==> src/rtl/fetch_stage_if.sv <==
// Instruction-memory port between the fetch stage (master) and imem (slave).
// rdata is valid in any cycle where ready is high.
interface fetch_stage_if;
    logic [31:0] addr;
    logic        req;
    logic        ready;
    logic [31:0] rdata;

    modport master (
        output addr,
        output req,
        input  ready,
        input  rdata
    );

    modport slave (
        input  addr,
        input  req,
        output ready,
        output rdata
    );
endinterface

==> src/rtl/fetch_stage.sv <==
// MIPS IF stage: owns the PC and the IF/ID register, applies decode stalls and
// redirects with delay-slot semantics, and remembers a redirect while imem is busy.
module fetch_stage #(
    parameter logic [31:0] RESET_PC  = 32'h0000_0000,
    parameter logic [31:0] NOP_INSTR = 32'h0000_0000
) (
    input  logic                clk,
    input  logic                rst,
    fetch_stage_if.master       imem,
    input  logic                stall_i,
    input  logic                jump_branch_i,
    input  logic                jump_target_i,
    input  logic                jump_reg_i,
    input  logic [31:0]         jr_pc_i,
    input  logic [31:0]         branch_offset_i,
    output logic [31:0]         pc_id_o,
    output logic [31:0]         instr_id_o,
    output logic                valid_id_o,
    output logic                redirect_pending_o
);

    typedef enum logic {
        RUN     = 1'b0,
        PENDING = 1'b1
    } state_e;

    state_e      state_q;
    logic [31:0] pc_if_q;
    logic [31:0] pc_id_q;
    logic [31:0] instr_id_q;
    logic        valid_id_q;
    logic [31:0] redirect_pc_q;

    logic [31:0] pc_id_p4;
    logic [31:0] target_d;
    logic [31:0] pc_if_d;
    logic        redir;
    logic        fire;

    assign imem.req  = ~rst;
    assign imem.addr = pc_if_q;

    assign pc_id_o            = pc_id_q;
    assign instr_id_o         = instr_id_q;
    assign valid_id_o         = valid_id_q;
    assign redirect_pending_o = (state_q == PENDING);

    always_comb begin
        pc_id_p4 = pc_id_q + 32'd4;
        // Register jump wins over J/JAL, which wins over a conditional branch.
        if (jump_reg_i)
            target_d = jr_pc_i & ~32'h3;
        else if (jump_target_i)
            target_d = {pc_id_p4[31:28], instr_id_q[25:0], 2'b00};
        else
            target_d = pc_id_p4 + branch_offset_i;

        // Decode operands are not trustworthy during a stall, so no redirect then.
        redir = valid_id_q & ~stall_i & (jump_target_i | jump_branch_i);
        fire  = imem.req & imem.ready & ~stall_i;

        if (redir)
            pc_if_d = target_d;
        else if (state_q == PENDING)
            pc_if_d = redirect_pc_q;
        else
            pc_if_d = pc_if_q + 32'd4;
    end

    always_ff @(posedge clk or posedge rst) begin
        if (rst) begin
            state_q       <= RUN;
            pc_if_q       <= RESET_PC;
            pc_id_q       <= RESET_PC;
            instr_id_q    <= NOP_INSTR;
            valid_id_q    <= 1'b0;
            redirect_pc_q <= 32'h0000_0000;
        end else if (!stall_i) begin
            pc_id_q <= pc_if_q;
            if (fire) begin
                // The word completing now is the delay slot of any redirect in flight.
                pc_if_q    <= pc_if_d;
                instr_id_q <= imem.rdata;
                valid_id_q <= 1'b1;
                state_q    <= RUN;
            end else begin
                instr_id_q <= NOP_INSTR;
                valid_id_q <= 1'b0;
                if (redir) begin
                    state_q       <= PENDING;
                    redirect_pc_q <= target_d;
                end
            end
        end
    end

endmodule

==> src/flat_wrapper.sv <==
// flat-port wrapper written by rule: the top's interface ports become plain ports
module fetch_stage_flat 
#(
    parameter logic [31:0] RESET_PC  = 32'h0000_0000,
    parameter logic [31:0] NOP_INSTR = 32'h0000_0000
)
  (clk, rst, stall_i, jump_branch_i, jump_target_i, jump_reg_i, jr_pc_i, branch_offset_i, pc_id_o, instr_id_o, valid_id_o, redirect_pending_o, imem_addr, imem_req, imem_ready, imem_rdata);
  fetch_stage_if imem_i ();
  input  logic clk;
  input  logic rst;
  input  logic stall_i;
  input  logic jump_branch_i;
  input  logic jump_target_i;
  input  logic jump_reg_i;
  input  logic [31:0] jr_pc_i;
  input  logic [31:0] branch_offset_i;
  output logic [31:0] pc_id_o;
  output logic [31:0] instr_id_o;
  output logic valid_id_o;
  output logic redirect_pending_o;
  output wire logic [$bits(imem_i.addr)-1:0] imem_addr;
  output wire logic [$bits(imem_i.req)-1:0] imem_req;
  input wire logic [$bits(imem_i.ready)-1:0] imem_ready;
  input wire logic [$bits(imem_i.rdata)-1:0] imem_rdata;
  assign imem_addr = imem_i.addr;
  assign imem_req = imem_i.req;
  assign imem_i.ready = imem_ready;
  assign imem_i.rdata = imem_rdata;
  fetch_stage #(.RESET_PC(RESET_PC), .NOP_INSTR(NOP_INSTR)) u_core (.clk(clk), .rst(rst), .imem(imem_i), .stall_i(stall_i), .jump_branch_i(jump_branch_i), .jump_target_i(jump_target_i), .jump_reg_i(jump_reg_i), .jr_pc_i(jr_pc_i), .branch_offset_i(branch_offset_i), .pc_id_o(pc_id_o), .instr_id_o(instr_id_o), .valid_id_o(valid_id_o), .redirect_pending_o(redirect_pending_o));
endmodule
==> config.mk <==
export PLATFORM = sky130hd
export DESIGN_NAME = fetch_stage_flat
export DESIGN_NICKNAME = d
export VERILOG_FILES = /design/src/rtl/fetch_stage_if.sv /design/src/rtl/fetch_stage.sv /design/src/flat_wrapper.sv
export SDC_FILE = /design/constraint.sdc
export NUM_CORES = 1
export LEC_CHECK = 0
export ABC_AREA = 1
export BUFFER_PORTS_ARGS = -buffer_cell sky130_fd_sc_hd__clkbuf_2
export CAP_MARGIN = 15
export CORE_MARGIN = 2
export CORE_UTILIZATION = 50
export DETAILED_ROUTE_END_ITERATION = 8
export GPL_TIMING_DRIVEN = 0
export HOLD_SLACK_MARGIN = 0.05
export PLACE_DENSITY = 0.77
export SLEW_MARGIN = 25
export SYNTH_ARGS = -nofsm -noshare
export SYNTH_HDL_FRONTEND = slang
export SYNTH_SLANG_ARGS = --single-unit
==> constraint.sdc <==
create_clock -name clk -period 9.02 [get_ports clk]
set_input_delay 1.804 -clock clk [delete_from_list [all_inputs] [get_ports clk]]
set_output_delay 1.804 -clock clk [all_outputs]
set_load 0.1 [all_outputs]
=== Yosys cells after proc, flatten, opt, wreduce, memory -nomap -nowiden ===
Cells that the tools add are included.
W data, S select, Z words.

* Bits in registers: 130
* Output and inout bits: 99

* $add $sub $neg: 3
* Multiplexer cells: 8
* Bitwise logic cells: 8
* Reduce and logical (&&, ||, !) cells: 4

{| class="wikitable"
|+ Operator list
! kind !! count
|-
| $mux W32 || 5
|-
| $add A32 B3 Y32 const B || 2
|-
| $add A32 B32 Y32 || 1
|-
| $and A1 B1 Y1 || 4
|-
| $reduce_and A2 Y1 || 2
|-
| $mux W1 || 3
|-
| $not A1 Y1 || 3
|-
| $reduce_and A3 Y1 || 1
|-
| $reduce_bool A2 Y1 || 1
|-
| $or A1 B1 Y1 || 1
|}

=== Longest topological paths before layout ===
Gate-level depths: netlist of the first run.

* Depth after elaboration: 5
* Depth in mapped cells: 24

=== Worst setup path after synthesis of the first run ===
OpenSTA, ideal clock, no wires.

* Path kind: input to output
* Start point: in rst
* End point: out imem_req
* Arrival: 5056 ps
* Data required time: 7216 ps
* Setup slack: 2160 ps
* Cell stages on the path: 1
* Cell sequence: inv_1

* Cells in the longest elaborated chain, start to end: 1

{| class="wikitable"
|+ RTL lines
! item !! RTL line !! source
|-
| start, declared || flat_wrapper.sv:10 || <nowiki>input logic rst;</nowiki>
|-
| $not A1 Y1 || fetch_stage.sv:40 || <nowiki>assign imem.req = ~rst;</nowiki>
|-
| end, declared || flat_wrapper.sv:22 || <nowiki>output wire logic [$bits(imem_i.req)-1:0] imem_req;</nowiki>
|}

No other way between the ends.

=== Worst setup path in the final report of the first run ===
Ends and elaborated chain as after synthesis.

==> metrics.md, run 1 <==
| Metric | Value |
|---|---|
| Crit path max fanout | 63 |
| Hold-critical path depth | 1 |
| Seq. cell area | 3250 sq um |
| Fin Setup TNS | 0 ns |
| FF-to-FF End | u_core.redirect_pc_q[24]$_DFFE_PP0P_ |
| Die Width | 145 um |
| Least-Margin Pin Slew | 0.773 ns |
| Cells on worst reg2reg path | 19 |
| Crit path DAT | 2.80 ns |
| Maximum clock rate | 217 MHz |
| Top_reg_cell synth | dfrtp_1 |
| First-pass GRT wire length | 55600 um |
| GRT Util Overall | 0.340 |
| Syn-to-layout area delta | 19.6% |
| Clk_skew | 0.0104 ns |
| Post-synth EDFFs | 0 |
| Clk slew on worst S/H paths | 0.06 ns |
| Most common cell in the netlist | nand2_1 |
| Routed Antenna Nets | 0 |
| Area leader, netlist | dfrtp_1 |
| Via-to-Cell Ratio | 5.58 |
| Number of synthesized register bits | 130 |
| Non-Filler Instances | 1981 |
| Final-report hold violation count | 0 |
| DP Worst Slack | 4.37 ns |
| Max transition margin | 0.484 |
| Layout net count | 1846 |
| Pre-Repair DR Iteration Count | 8 |
| Clock latency at the later pin of the worst-skew pair | 0.43 ns |
| Area occupied by multi-input gates | 5730 sq um |
| PnR worst setup slack | 4.42 ns |
| Placer Congestion | 1.02 |
| Required time of the critical path | 7.22 ns |
| RSZ-0062 raised after global routing | false |
| Clock root buffer | clkbuf_16 |
| Static Leakage | 6.32 nW |
| Setup crit end kind | output port |
| Post-CTS Resized | 0 |
| Max Cap Viol | 0 |
| Worst Hold Slack | 0.511 ns |
| Fin. max-slew vios | 0 |
| Top cell type's share of synthesized area | 0.326 |
| Clk sink count | 130 |
| Mapped Nets | 1630 |
| Setup Buffers After CTS | 0 |
| Share of post-route cells with drive strength above 1 | 0.176 |
| Layout fillers | 1847 |
| Dpl cells | 1949 |
| H-tree level count | 4 |
| Vias in the first global route | 10449 |
| Synth Warn # | 0 |
| Die ar. | 21100 sq um |
| Post-synth ARST share | 1.00 |
| Largest net degree at the start of global routing | 71 |
| Distinct cells, synth | 49 |
| Total Power | 3.46 mW |
| Status | finished clean |
| CTS tree | yes |
| Core box area | 19500 sq um |
| Num ports | 202 |
| Max clock buf depth | 2 |
| Post-route minimum period | 4.60 ns |
| DRC violations left | 0 |
| Register-to-Register Setup Slack | 5.35 ns |
| WHS Endpoint | u_core.instr_id_o[29]$_DFFE_PP0N_ |
| Crit Path Class | in -> out |
| DR WL/cell | 18.3 um |
| Initial antenna violation count | 0 |
| Hold_buf cts | 0 |
| Synth top area cells | dfrtp_1 (33%), nand2_1 (19%), inv_1 (7.7%), o21ai_0 (5.4%), ha_1 (4.9%) |
| Height of the die | 145 um |
| DRT iter0 DRCs | 1231 |
| Final period util | 0.511 |
| Commonest cells in the netlist | nand2_1 (499), inv_1 (204), dfrtp_1 (130), o21ai_0 (108), nor2_1 (100) |
| Cell area after synthesis | 9980 sq um |
| Num CTS Buffers | 17 |
| Setup-failing EPs final | 0 |
| Avg Synthesized Cell Area | 6.71 sq um |
| Post-Route WL | 36200 um |
| Starting Density | 0.511 |
| Worst setup SP type | input pin |
| IO Port Bufs | 196 |
| Hold Startpoint | u_core.instr_id_o[29]$_DFFE_PP0N_ |
| Tightest Hold Check Type | reg -> reg |
| Cells after synthesis | 1487 |
| Total gr overflow | 0 |
| Sequential-to-total area share from yosys stat | 0.326 |
| Antenna cells | 0 |
| Reg-to-reg startpoint | u_core.pc_id_o[2]$_DFFE_PP0N_ |
| PD cells | 290 nW/um^2 |
| Via Count | 11062 |
| Row count | 51 |
| DP Wirelength | 28800 um |
| Max IR drop VDD | 279 uV |
-- power by group --
group	internal [mW]	switching (mW)
Sequential	0.718	0.165
Combinational	0.408	1.46
Clock	0.423	0.289
-- registers in the layout, indices dropped and copies added, names as in the netlist --
register                   flops
u_core.pc_id_o                32
u_core.valid_id_o              1
u_core.instr_id_o             32
u_core.imem.addr              32
u_core.redirect_pending_o      1
u_core.redirect_pc_q          32
-- worst max path at each step --
stage / cells past startpoint / slack [ns] / from / end
final: 3 / 4.42 / rst / imem_req
after global routing: 3 / 4.32 / rst / imem_req
after CTS: 3 / 4.38 / rst / imem_req
after detailed placement: 3 / 4.37 / rst / imem_req
after global placement: 8 / 0.67 / rst / u_core.imem.addr[6]$_DFFE_PP0P_
after floorplan: 1 / 2.16 / rst / imem_req
-- cells by family (layout without fill, tap and decap cells) --
logic type,after synthesis,in the layout,share of synthesized area
simple gates,743,743,0.315
fa+ha+maj,40,40,0.0509
flops,130,130,0.326
compound gates,253,253,0.148
xor+xnor,54,54,0.0474
buf+inv,256,485,0.0994
mux,11,11,0.0124
-- through the flow --
stage	utilization	area, sq um
after floorplan	-	9980
after global routing	0.611	11900
after detailed placement	0.580	11300
after global placement	0.578	11300
after CTS	0.611	11900
final	0.611	11900
-- per-layer routing --
layer  share of wire  vias up  track usage
met2            0.45      653        0.538
met5               0        -            0
met3           0.097      142       0.0711
met1            0.39     5089        0.438
met4           0.057        0        0.178
li1                -     5178            -
-- worst max-delay path, cell delays in order --
cell and delay [ns]:
clkbuf_2 0.12, inv_8 0.34, clkbuf_2 0.54
-- layout by cell type, fill, tap and decap left out, drive strengths merged, types with 10 or more instances in the layout --
master / count
nor3: 22
nand4: 13
dfrtp: 130
a221oi: 10
o21ai: 113
a22oi: 10
nand2: 507
nor2: 113
nand3: 70
xor2: 41
inv: 219
mux2: 11
a21oi: 79
ha: 39
a21boi: 18
xnor2: 13
buf: 15
clkbuf: 246
-- cell type report --
class                           count  share of cell area
Inverter                          210              0.0667
Clock inverter                     14              0.0138
Tap cell                          265              0.0278
Multi-Input combinational cell   1101               0.481
Sequential cell                   130               0.273
Clock buffer                       18              0.0368
Buffer                             46              0.0171
Timing Repair Buffer              197              0.0845
Note: power is estimated with default switching activity, not from simulation.
==> inputs of run 2 (changes only) <==
clock period = 4.47 ns   (was 9.02 ns; I/O delays follow)
==> run 2 against run 1 <==
  * Sequential power increased by 100%
  * Hold slack got worse by 0.0098 ns
  * Non-clock buffer count increased by 3
  * Critical path type is now reg -> reg
  * Largest power group unchanged
==> metrics.md, run 2 (synthesis results as in run 1) <==
| Metric | Value |
|---|---|
| Crit Path Class | reg -> reg |
| Fin. max-slew vios | 0 (unchanged) |
| Maximum clock rate | 270 MHz |
| Vias in the first global route | 10351 (-0.94%) |
| RSZ-0062 raised after global routing | false |
| Share of post-route cells with drive strength above 1 | 0.177 (+0.000856) |
| Max Cap Viol | 0 (unchanged) |
| Required time of the critical path | 4.75 ns (-2.47 ns) |
| Syn-to-layout area delta | 20.6% |
| PD cells | 581 nW/um^2 (+100%) |
| Row count | 51 (unchanged) |
| Die ar. | 21100 sq um (unchanged) |
| Launch point of the worst path | u_core.pc_id_o[10]$_DFFE_PP0N_ |
| Max IR drop VDD | 432 uV (+55%) |
| Via Count | 10992 (-0.63%) |
| Reg-to-reg startpoint | u_core.pc_id_o[10]$_DFFE_PP0N_ |
| CTS tree | yes |
| Seq. cell area | 3250 sq um (unchanged) |
| GRT Util Overall | 0.343 (+0.00346) |
| Clk slew on worst S/H paths | 0.06 ns (about the same) |
| Post-route minimum period | 3.71 ns |
| Clk_skew | 0.00999 ns (-0.000449 ns) |
| Num CTS Buffers | 17 (unchanged) |
| Initial antenna violation count | 0 (unchanged) |
| Non-Filler Instances | 1984 (+0.15%) |
| Height of the die | 145 um (unchanged) |
| DR WL/cell | 18.4 um (+0.64%) |
| DRC violations left | 0 (unchanged) |
| Commonest cells after routing, fill and taps aside | nand2_1 (499), inv_1 (203), clkbuf_2 (196), dfrtp_1 (130), o21ai_0 (108) |
| Tightest Hold Check Type | in -> async |
| Post-CTS Resized | 0 (unchanged) |
| Total gr overflow | 0 (unchanged) |
| DP Wirelength | 29400 um (+2.1%) |
| Max transition margin | 0.488 (+0.00327) |
| Crit path max fanout | 6 (-90%) |
| Setup crit end kind | flip-flop |
| Starting Density | 0.511 (unchanged) |
| Crit path DAT | 3.99 ns (+1.19 ns) |
| Placer Congestion | 0.980 (-3.6%) |
| H-tree level count | 4 (unchanged) |
| Worst setup SP type | flip-flop |
| Status | finished clean |
| Hold_buf cts | 0 (unchanged) |
| Die Width | 145 um (unchanged) |
| Worst Hold Slack | 0.501 ns (-0.00982 ns) |
| Clock root buffer | clkbuf_16 |
| Final period util | 0.829 |
| DRT iter0 DRCs | 1161 (-5.7%) |
| Setup Buffers After CTS | 0 (unchanged) |
| Post-Route WL | 36500 um (+0.80%) |
| Area occupied by multi-input gates | 5780 sq um (+0.81%) |
| Num ports | 202 (unchanged) |
| Via-to-Cell Ratio | 5.54 (-0.78%) |
| Clk sink count | 130 (unchanged) |
| Setup-failing EPs final | 0 (unchanged) |
| Max clock buf depth | 2 (unchanged) |
| Antenna cells | 0 (unchanged) |
| IO Port Bufs | 196 (unchanged) |
| Largest net degree at the start of global routing | 33 (-54%) |
| First-pass GRT wire length | 56100 um (+0.95%) |
| Layout fillers | 1897 (+2.7%) |
| Dpl cells | 1952 (+0.15%) |
| Core box area | 19500 sq um (unchanged) |
| Static Leakage | 6.37 nW (+0.78%) |
| Clock latency at the later pin of the worst-skew pair | 0.43 ns (about the same) |
| Layout net count | 1849 (+0.16%) |
| Pre-Repair DR Iteration Count | 5 (-3) |
| Most common cell after layout, fill and taps aside | nand2_1 |
| Final-report hold violation count | 0 (unchanged) |
| Routed Antenna Nets | 0 (unchanged) |
| Least-Margin Pin Slew | 0.768 ns (-0.00490 ns) |
-- run 2: changes by cell type in the layout (fill, tap and decap cells not counted), moves of 2 or more --
cell,change
mux2_2,-11
buf_12,+3
inv_6,-3
mux2_4,+11
clkinv_4,+2
-- run 2: per-stage QoR --
step	total power [mW]	setup TNS (ns)	instance area, sq um	util	setup WS [ns]
floorplan	4.58	-6.07	10000	-	-0.215
global placement	5.44	-120.45	11400	0.582	-1.44
detailed placement	5.50	0	11400	0.586	0.942
CTS	6.92	0	12000	0.617	0.909
global route	7.32	0	12000	0.617	0.323
finish	6.99	0	12000	0.617	0.764
-- run 2: final cells by class --
type,count,area share
Inverter,210,0.0658
Buffer,46,0.0181
Tap cell,265,0.0275
Multi-Input combinational cell,1101,0.480
Sequential cell,130,0.270
Clock inverter,14,0.0139
Clock buffer,18,0.0356
Timing Repair Buffer,200,0.0887
-- run 2: critical path: stages, from the launching register on --
cell and delay, ns:
dfrtp_1 0.52, nand2_1 0.13, nor2_1 0.17, nand2_1 0.11, nor2_4 0.19, inv_1 0.10, nor2_1 0.19, xor2_1 0.27
ha_1 0.35, a21oi_1 0.23, nand2_1 0.10, inv_1 0.06, nand2_1 0.06, inv_1 0.05, nand2_1 0.09, nand2_1 0.08
nand2_1 0.04, o21ai_0 0.51, nand2_1 0.15, nand2_1 0.09, o21ai_0 0.07
-- run 2: path summary, 6_finish.rpt --
path                                                   endpoint  slack [ns]  cells past startpoint
max                        u_core.redirect_pc_q[18]$_DFFE_PP0P_        0.76                     20
min                           u_core.instr_id_o[29]$_DFFE_PP0N_        0.50                      2
max reg2reg                u_core.redirect_pc_q[18]$_DFFE_PP0P_        0.76                     20
min reg2reg                   u_core.instr_id_o[28]$_DFFE_PP0N_        0.51                      1
max in group asynchronous        u_core.pc_id_o[25]$_DFFE_PP0N_        3.19                      4
min in group clk              u_core.instr_id_o[28]$_DFFE_PP0N_        0.51                      1
-- run 2: report_power, final --
group,switching (mW),internal (mW),total [mW]
Clock,0.586,0.839,1.42
Sequential,0.341,1.45,1.79
Combinational,2.93,0.849,3.78
-- run 2: per-layer routing --
| metal | track usage | wire length (um) | vias up |
|---|---|---|---|
| met5 | 0 | 0 | - |
| li1 | - | - | 5196 |
| met4 | 0.154 | 1810 | 0 |
| met1 | 0.456 | 14900 | 5138 |
| met2 | 0.555 | 16700 | 539 |
| met3 | 0.0519 | 3060 | 119 |
==> inputs of run 3 (changes only) <==
clock period = 3.5 ns   (was 4.47 ns; I/O delays follow)
==> run 3 against run 2 <==
  * Sequential power up 27%
  * Wire length is 1.6% higher
  * Die area stayed put
  * Combinational power grew 31%
  * First-iteration DRC count is 5.4% higher
  * Sequential share of layout area fell by 0.43 points
  * Global-route usage decreased by 0.094 points
  * Sequential cell count unchanged
  * Maximum frequency grew 13%
  * Largest power group unchanged
  * Highest routed layer unchanged
==> metrics.md, run 3 (synthesis results as in run 1) <==
| Metric | Value |
|---|---|
| Status | finished clean |
| Layout net count | 1867 (+0.97%) |
| PD cells | 739 nW/um^2 (+27%) |
| Antenna cells | 0 (unchanged) |
| Crit path DAT | 3.57 ns (-0.42 ns) |
| CTS tree | yes |
| Least-Margin Pin Slew | 0.860 ns (+0.0910 ns) |
| Height of the die | 145 um (unchanged) |
| Final-report hold violation count | 0 (unchanged) |
| Max Cap Viol | 0 (unchanged) |
| Num ports | 202 (unchanged) |
| Hold_buf cts | 0 (unchanged) |
| Total Power | 9.10 mW (+30%) |
| Share of post-route cells with drive strength above 1 | 0.209 (+0.0323) |
| Crit Path Class | reg -> reg |
| Num CTS Buffers | 17 (unchanged) |
| Clock root buffer | clkbuf_16 |
| H-tree level count | 4 (unchanged) |
| Via-to-Cell Ratio | 5.57 (+0.52%) |
| Clock latency at the later pin of the worst-skew pair | 0.44 ns (about the same) |
| Starting Density | 0.511 (unchanged) |
| Largest net degree at the start of global routing | 33 (unchanged) |
| DP Wirelength | 29600 um (+0.75%) |
| DR WL/cell | 18.5 um (+0.79%) |
| DRT iter0 DRCs | 1224 (+5.4%) |
| Clk_skew | 0.0128 ns (+0.00276 ns) |
| Required time of the critical path | 3.79 ns (-0.96 ns) |
| Setup crit end kind | flip-flop |
| Clk sink count | 130 (unchanged) |
| Total gr overflow | 0 (unchanged) |
| Fin. max-slew vios | 0 (unchanged) |
| First-pass GRT wire length | 55500 um (-1.0%) |
| GRT Util Overall | 0.342 (-0.000940) |
| IO Port Bufs | 196 (unchanged) |
| Syn-to-layout area delta | 23.4% |
| Worst setup SP type | flip-flop |
| Pre-Repair DR Iteration Count | 8 (+3) |
| DP Worst Slack | -0.0296 ns (-0.972 ns) |
| Max IR drop VDD | 551 uV (+28%) |
| Commonest cells after routing, fill and taps aside | nand2_1 (496), inv_1 (203), clkbuf_2 (196), dfrtp_1 (114), o21ai_0 (106) |
| Core box area | 19500 sq um (unchanged) |
| Row count | 51 (unchanged) |
| Static Leakage | 6.48 nW (+1.8%) |
| Vias in the first global route | 10269 (-0.79%) |
| Placer Congestion | 1.02 (+3.7%) |
| Initial antenna violation count | 0 (unchanged) |
| Crit path max fanout | 6 (unchanged) |
| Clk slew on worst S/H paths | 0.06 ns (about the same) |
| Most common cell after layout, fill and taps aside | nand2_1 |
| Setup-failing EPs final | 0 (unchanged) |
| Post-Route WL | 37100 um (+1.6%) |
| Maximum clock rate | 304 MHz (+13%) |
| Post-route minimum period | 3.29 ns (-0.418 ns) |
| Routed Antenna Nets | 0 (unchanged) |
| Max transition margin | 0.427 (-0.0607) |
| Via Count | 11144 (+1.4%) |
| Die Width | 145 um (unchanged) |
| RSZ-0062 raised after global routing | false |
| DRC violations left | 0 (unchanged) |
| Tightest Hold Check Type | in -> async |
| Register-to-Register Setup Slack | 0.21 ns (-0.55 ns) |
| PnR worst setup slack | 0.212 ns (-0.552 ns) |
| Final period util | 0.939 (+0.110) |
| Max clock buf depth | 2 (unchanged) |
| Final Core Density | 0.631 (+0.0139) |
| Die ar. | 21100 sq um (unchanged) |
## run 3: cell count changes in the layout (fill, tap and decap cells not counted), moves of 3 or more
cell      change
clkbuf_1      -3
buf_4        +18
nor2_2        +7
dfrtp_2      +16
nor2_1        -7
a21oi_2       +3
nand2_1       -3
ha_1          -3
nand2_2       +3
dfrtp_1      -16
a21oi_1       -3
## run 3: report_power, final
part	switching (mW)	total (mW)	internal (mW)
Clock	0.731	1.86	1.13
Combinational	3.81	4.97	1.16
Sequential	0.413	2.27	1.86
## run 3: worst max-delay path, stage by stage, from the launching register on
cell and delay (ns):
dfrtp_2 0.43, nand4_1 0.29, buf_4 0.24, nor2_2 0.24
xor2_1 0.22, ha_1 0.31, nand2_1 0.13, inv_1 0.05
nand2_1 0.06, nand2_1 0.09, a21oi_1 0.12, nand2_1 0.16
xor2_1 0.21, o21ai_1 0.31, nand2_1 0.12, nand2_1 0.07
o21ai_0 0.08
## run 3: final cells by class
cell class	instances	area (sq um)
fillers	1849	7210
multi-input cells	1101	5890
flip-flops and latches	130	3270
repair buffers	218	1200
inverters	210	792
clock buffers	17	425
well taps	265	332
plain buffers	46	225
clock inverters	14	181
## run 3: per-stage QoR
step	hold WS, ns	instances	area [sq um]	TNS [ns]
floorplan	0.472	1487	10100	-80.90
global placement	0.492	1948	11400	-206.30
detailed placement	0.499	1952	11400	-0.0326
CTS	0.314	1983	12100	0
global route	0.338	2001	12300	0
finish	0.302	2001	12300	0
## run 3: what timing repair did
| action | in CTS | in global routing |
|---|---|---|
| gates resized for setup | 1 | 44 |
| setup buffers | 0 | 18 |
| setup endpoints to repair | 6 | 30 |
| pin swaps | 0 | 6 |
| gates cloned | 0 | 0 |
## run 3: worst paths after layout
kind / start / end / depth (start not counted)
min in group clk: imem_rdata[15] / u_core.instr_id_o[15]$_DFFE_PP0N_ / 3
setup / recovery: u_core.pc_id_o[10]$_DFFE_PP0N_ / u_core.redirect_pc_q[14]$_DFFE_PP0P_ / 16
setup reg to reg: u_core.pc_id_o[10]$_DFFE_PP0N_ / u_core.redirect_pc_q[14]$_DFFE_PP0P_ / 16
max in group asynchronous: rst / u_core.pc_id_o[16]$_DFFE_PP0N_ / 3
hold / removal: rst / u_core.instr_id_o[29]$_DFFE_PP0N_ / 2
hold reg to reg: u_core.instr_id_o[26]$_DFFE_PP0N_ / u_core.instr_id_o[26]$_DFFE_PP0N_ / 1
## run 3: routing by layer
metal / vias up / share of wire / GRT usage
li1: 5216 / - / -
met1: 5197 / 0.41 / 0.453
met2: 611 / 0.46 / 0.550
met3: 120 / 0.084 / 0.0513
met4: 0 / 0.045 / 0.166
met5: - / 0 / 0
